`src/rtl/fpu_div_exp_seq.sv`:
```
// fpu_div_exp_seq: exponent datapath for the iterative FP divide.
// Captures both operand exponents, forms the biased difference with denormal
// leading-zero correction, counts the fraction iterations, then applies
// quotient normalization and the rounding carry. The result is held under a
// start/done/ack handshake.
// Optional feature macro: FPU_DIV_EXP_EARLY_OF_EN (early overflow exit from SUB).
module fpu_div_exp_seq #(
  parameter int DP_ITERS = 55,
  parameter int SP_ITERS = 26
) (
  input  logic        rclk,
  input  logic        rst,
  input  logic        start,
  input  logic        dblop,
  input  logic [10:0] in1_exp,
  input  logic [10:0] in2_exp,
  input  logic [5:0]  in1_ld0,
  input  logic [5:0]  in2_ld0,
  input  logic        quo_msb,
  input  logic        frac_cout,
  input  logic        out_ack,
  output logic        busy,
  output logic [5:0]  iter_cnt,
  output logic        div_exp_done,
  output logic [10:0] div_exp_out,
  output logic        div_exp_of,
  output logic        div_exp_uf
);

  typedef enum logic [2:0] {
    S_IDLE = 3'd0,
    S_SUB  = 3'd1,
    S_ITER = 3'd2,
    S_NORM = 3'd3,
    S_RND  = 3'd4,
    S_DONE = 3'd5
  } state_t;

  localparam logic signed [12:0] DP_BIAS = 13'sd1023;
  localparam logic signed [12:0] SP_BIAS = 13'sd127;
  localparam logic signed [12:0] DP_MAX  = 13'sd2047;
  localparam logic signed [12:0] SP_MAX  = 13'sd255;
  localparam logic [5:0]         DP_LOAD = 6'(DP_ITERS - 1);
  localparam logic [5:0]         SP_LOAD = 6'(SP_ITERS - 1);

  // Select the exponent field for the precision and treat a zero (denormal)
  // field as 1, so the leading-zero count carries the rest of the correction.
  function automatic logic [10:0] op_field(input logic [10:0] raw, input logic dbl);
    logic [10:0] f;
    f = dbl ? raw : {3'b000, raw[10:3]};
    return (f == 11'd0) ? 11'd1 : f;
  endfunction

  state_t             state_q, state_d;
  logic               dbl_q, dbl_d;
  logic [10:0]        e1_q, e1_d;
  logic [10:0]        e2_q, e2_d;
  logic [5:0]         ld1_q, ld1_d;
  logic [5:0]         ld2_q, ld2_d;
  logic signed [12:0] exp_q, exp_d;
  logic [5:0]         iter_q, iter_d;
  logic [10:0]        out_q, out_d;
  logic               of_q, of_d;
  logic               uf_q, uf_d;

  logic signed [12:0] max_exp;
  logic signed [12:0] sub_exp;
  logic signed [12:0] rnd_exp;

  assign max_exp = dbl_q ? DP_MAX : SP_MAX;
  assign sub_exp = $signed({2'b00, e1_q}) - $signed({2'b00, e2_q})
                 - $signed({7'b0000000, ld1_q}) + $signed({7'b0000000, ld2_q})
                 + (dbl_q ? DP_BIAS : SP_BIAS);
  assign rnd_exp = exp_q + $signed({12'b0, frac_cout});

`ifdef FPU_DIV_EXP_EARLY_OF_EN
  // Even a normalization decrement cannot pull the exponent back below MAX.
  logic early_of;
  assign early_of = (sub_exp - 13'sd1) >= max_exp;
`endif

  // State and datapath registers; reset clears everything so no partial
  // result survives an abort.
  // NOTE: sequential state uses non-blocking assignments so every flop samples
  // pre-edge values regardless of statement order.
  always_ff @(posedge rclk or posedge rst) begin
    if (rst) begin
      state_q <= S_IDLE;
      dbl_q   <= 1'b0;
      e1_q    <= '0;
      e2_q    <= '0;
      ld1_q   <= '0;
      ld2_q   <= '0;
      exp_q   <= '0;
      iter_q  <= '0;
      out_q   <= '0;
      of_q    <= 1'b0;
      uf_q    <= 1'b0;
    end else begin
      state_q <= state_d;
      dbl_q   <= dbl_d;
      e1_q    <= e1_d;
      e2_q    <= e2_d;
      ld1_q   <= ld1_d;
      ld2_q   <= ld2_d;
      exp_q   <= exp_d;
      iter_q  <= iter_d;
      out_q   <= out_d;
      of_q    <= of_d;
      uf_q    <= uf_d;
    end
  end

  // Next-state sequencing through SUB, the iteration window, NORM and RND.
  always_comb begin
    // NOTE: every combinational output gets a default first so no path can
    // infer a latch.
    state_d = state_q;
    unique case (state_q)
      S_IDLE: if (start) state_d = S_SUB;
`ifdef FPU_DIV_EXP_EARLY_OF_EN
      S_SUB:  state_d = early_of ? S_DONE : S_ITER;
`else
      S_SUB:  state_d = S_ITER;
`endif
      S_ITER: if (iter_q == 6'd0) state_d = S_NORM;
      S_NORM: state_d = S_RND;
      S_RND:  state_d = S_DONE;
      S_DONE: if (out_ack) state_d = S_IDLE;
      default: state_d = S_IDLE;
    endcase
  end

  // Datapath updates per state: capture, subtract, count, normalize, round.
  always_comb begin
    dbl_d  = dbl_q;
    e1_d   = e1_q;
    e2_d   = e2_q;
    ld1_d  = ld1_q;
    ld2_d  = ld2_q;
    exp_d  = exp_q;
    iter_d = iter_q;
    out_d  = out_q;
    of_d   = of_q;
    uf_d   = uf_q;
    unique case (state_q)
      S_IDLE: begin
        if (start) begin
          dbl_d = dblop;
          e1_d  = op_field(in1_exp, dblop);
          e2_d  = op_field(in2_exp, dblop);
          ld1_d = in1_ld0;
          ld2_d = in2_ld0;
        end
      end
      S_SUB: begin
        exp_d = sub_exp;
`ifdef FPU_DIV_EXP_EARLY_OF_EN
        if (early_of) begin
          of_d  = 1'b1;
          out_d = max_exp[10:0];
        end else begin
          iter_d = dbl_q ? DP_LOAD : SP_LOAD;
        end
`else
        iter_d = dbl_q ? DP_LOAD : SP_LOAD;
`endif
      end
      S_ITER: begin
        if (iter_q != 6'd0) iter_d = iter_q - 6'd1;
      end
      S_NORM: begin
        if (!quo_msb) exp_d = exp_q - 13'sd1;
      end
      S_RND: begin
        exp_d = rnd_exp;
        if (rnd_exp >= max_exp) begin
          of_d  = 1'b1;
          out_d = max_exp[10:0];
        end else if (rnd_exp <= 13'sd0) begin
          uf_d  = 1'b1;
          out_d = 11'd0;
        end else begin
          out_d = rnd_exp[10:0];
        end
      end
      S_DONE: begin
        if (out_ack) begin
          exp_d = '0;
          out_d = '0;
          of_d  = 1'b0;
          uf_d  = 1'b0;
        end
      end
      default: ;
    endcase
  end

  // Handshake outputs decoded from the state; result fields come from flops.
  always_comb begin
    busy         = (state_q != S_IDLE);
    div_exp_done = (state_q == S_DONE);
    iter_cnt     = iter_q;
    div_exp_out  = out_q;
    div_exp_of   = of_q;
    div_exp_uf   = uf_q;
  end

endmodule
```
`config.mk`:
```
export PLATFORM = sky130hd
export DESIGN_NAME = fpu_div_exp_seq
export DESIGN_NICKNAME = d
export VERILOG_FILES = /design/src/rtl/fpu_div_exp_seq.sv
export SDC_FILE = /design/constraint.sdc
export NUM_CORES = 1
export LEC_CHECK = 0
export BUFFER_PORTS_ARGS = -buffer_cell sky130_fd_sc_hd__buf_4
export CAP_MARGIN = 25
export CORE_MARGIN = 1
export CORE_UTILIZATION = 40
export DETAILED_ROUTE_END_ITERATION = 16
export MAX_ROUTING_LAYER = met4
export PLACE_DENSITY = 0.65
export RECOVER_POWER = 50
export SLEW_MARGIN = 25
export SYNTH_ARGS = -nofsm -noshare
export SYNTH_HDL_FRONTEND = slang
export SYNTH_SLANG_ARGS = --single-unit
```
`constraint.sdc`:
```
create_clock -name rclk -period 5.5 [get_ports rclk]
set_clock_uncertainty 0.15 [all_clocks]
set_input_delay 0.825 -clock rclk [delete_from_list [all_inputs] [get_ports rclk]]
set_output_delay 0.825 -clock rclk [all_outputs]
set_load 0.02 [all_outputs]
```
==> qor.txt <==
status -> finished, final reports clean
Post CTS Setup Buffer Count -> 0
simple-gate share of the synthesized area -> 19.4%
complex-gate fraction of the synthesized area -> 19.3%
largest family of logic cells by synthesized area -> simple AND/OR/NAND/NOR gates
EDFF count, synth -> 0
crit end category -> flip-flop
Setup CP Type -> flip-flop to flip-flop
CP max FO -> 4
total track usage -> 20.4%
PortBufs -> 61
grt ovf -> 0
CTS root buffer -> clkbuf_16
largest net degree at the start of global routing -> 71
DIE HEIGHT -> 116 um
placed instance area -> 0.00575 mm2
initial antenna violation count -> 0
Worst Hold End -> e2_q[1]
Cells after Synth -> 607
Critical Path Source Type -> flip-flop
Nets -> 738
flops & latches, synth -> 70
CTS sink cnt -> 70
Worst EP required -> 5580 ps
routed via count -> 4457
CP arrival -> 4350 ps
Longest Clk Path Bufs -> 2
first-pass GRT wire length -> 20900 um
reg2reg path depth -> 17
Mean Syn Cell Area -> 8.59 um2
post-synthesis adder-cell area fraction -> 13.1%
XOR/XNOR Fraction of Synth Area -> 5.88%
DP HPWL -> 9310 um
width of the die -> 116 um
drt total wl -> 12300 um
CTS tree -> yes
Starting Density -> 41.1%
Synth Cell Area -> 0.00521 mm2
Post-Syn Nets -> 697
setup TNS after final layout -> 0 ps
IO Pins -> 62
cts bufs inserted -> 9
CORE AREA -> 0.0127 mm2
period utilization -> 77.6%
Worst R2R End -> exp_q[12]
minimum clock period after layout -> 4270 ps
Final setup viols -> 0
DR WL/cell -> 14.9 um
post-route cell area -> 0.00605 mm2
DR pass1 iterations -> 4
Achievable Freq -> 0.234 GHz
placer congestion estimate -> 0.926
Slew headroom -> 39.4%
post-route ant nets -> 0
via/cell ratio -> 5.40
ANT cells -> 0
synth unique cells -> 59
Max-cap violations -> 0
synthesis-to-layout area growth -> 16.1%
commonest cells after routing, fill and taps aside -> nand2_1, dfrtp_1, o21ai_0
die area -> 0.0135 mm2
initial DRC count -> 214
Post-CTS Resized -> 0
final count of pins violating max slew -> 0
share of post-route cells with drive strength above 1 -> 12.6%
clk_lat worst skew -> 340 ps
hold path cells -> 2
row count -> 41
Post-synth top flop -> dfrtp_1
Final Hold Fails -> 0
vias in the first global route -> 4378
RR Startpoint -> e1_q[0]
H-tree levels -> 3
# hold bufs at CTS -> 0
actual slew at the worst max-slew pin -> 907 ps
RSZ-0062 raised after global routing -> no
Async SR Flop Fraction -> 100%
# DRC -> 0
Yosys warning count -> 0
commonest non-fill, non-tap cell in the layout -> nand2_1
register area share after synthesis -> 33.6%
hold_sp -> e2_q[1]
mux contribution to synthesized area -> 2.88%
FF-to-FF setup slack -> 1230 ps
CTS clk-pin slew, worst paths -> 60 ps
Hold Path Class -> flip-flop to flip-flop
## flip-flops by register name, summed over array words and instances (netlist names)
register / cells
dbl_q: 1
div_exp_of: 1
ld1_q: 6
iter_cnt: 6
e1_q: 11
exp_q: 13
ld2_q: 6
div_exp_out: 11
state_q: 3
e2_q: 11
div_exp_uf: 1
## Yosys cell counts (all sizes together), types with 2 or more instances
cell	n	share of area, %
a22oi	2	0.29
o22ai	5	0.60
mux2i	15	2.9
o31a	2	0.34
a31oi	6	0.72
nand3b	3	0.43
nor2b	6	0.72
o21ai	61	5.9
xnor2	21	3.5
a31o	2	0.34
a221oi	5	0.84
a22o	2	0.34
a221o	13	2.5
and4	2	0.34
and3	4	0.48
nand2b	6	0.72
nand4	8	0.96
xor2	14	2.4
o21bai	2	0.29
ha	40	9.6
nand3	13	1.5
fa	9	3.5
or2	2	0.24
buf	10	1.2
nand2	81	5.8
o211ai	2	0.29
a21oi	23	2.2
or4	2	0.36
and2	5	0.65
o21a	8	1.2
dfrtp	70	34
a211o	3	0.50
a211oi	3	0.43
or3	5	0.60
nor3	22	2.2
a21o	7	1.0
nor4	7	1.1
o221ai	2	0.34
inv	43	3.1
nor2	38	2.7
clkbuf	23	1.7
## worst max-delay path, cell delays in order, from the launching register on
cell,delay (ps)
dfrtp_1,360
inv_1,70
ha_1,160
inv_1,50
fa_1,400
a21oi_1,220
nor2_1,70
o21a_1,170
nor2_1,130
fa_1,430
ha_1,310
ha_1,340
nor2b_1,160
o31a_1,280
o22ai_1,210
o21ai_0,160
xnor2_1,140
a221o_1,340
## cell type report
cell class              instances  area [um2]
clock inverters                 6        85.1
well taps                     172         215
clock buffers                  10         239
flip-flops and latches         70        1750
fillers                      1260        6620
repair buffers                 63         443
inverters                      43         161
multi-input cells             461        3150
## worst max path at each step
stage                 start         to  slack (ps)  cells after the start
floorplan           e1_q[0]  exp_q[12]        1530                     17
global placement    e1_q[0]  exp_q[12]        1360                     17
detailed placement  e1_q[0]  exp_q[12]        1270                     17
CTS                 e1_q[0]  exp_q[12]        1250                     17
global route        e1_q[0]  exp_q[12]        1050                     17
finish              e1_q[0]  exp_q[12]        1230                     17
## routing by layer
| metal | vias up | track usage (%) | part of all wire [%] |
|---|---|---|---|
| met3 | 14 | 3.63 | 3.6 |
| met4 | 0 | 6.07 | 1.5 |
| met1 | 2126 | 25.0 | 46 |
| met5 | - | - | 0 |
| met2 | 94 | 34.3 | 49 |
| li1 | 2223 | - | - |
## through the flow
stage               util (%)  std cells  worst slack [ps]  hold slack (ps)
floorplan                  -        607              1530              295
global placement        45.4        809              1360              312
detailed placement      45.4        809              1270              318
CTS                     48.0        825              1250              334
global route            47.7        825              1050              359
finish                  47.7        825              1230              334
## cell families after synthesis
group,Yosys count
buf+inv,76
fa+ha+maj,49
flops,70
xor+xnor,35
simple gates,207
mux,15
compound gates,155
Power is left out: the tool's default activity adds up to more than one toggle a clock period on the data nets, which glitch-free logic cannot reach.
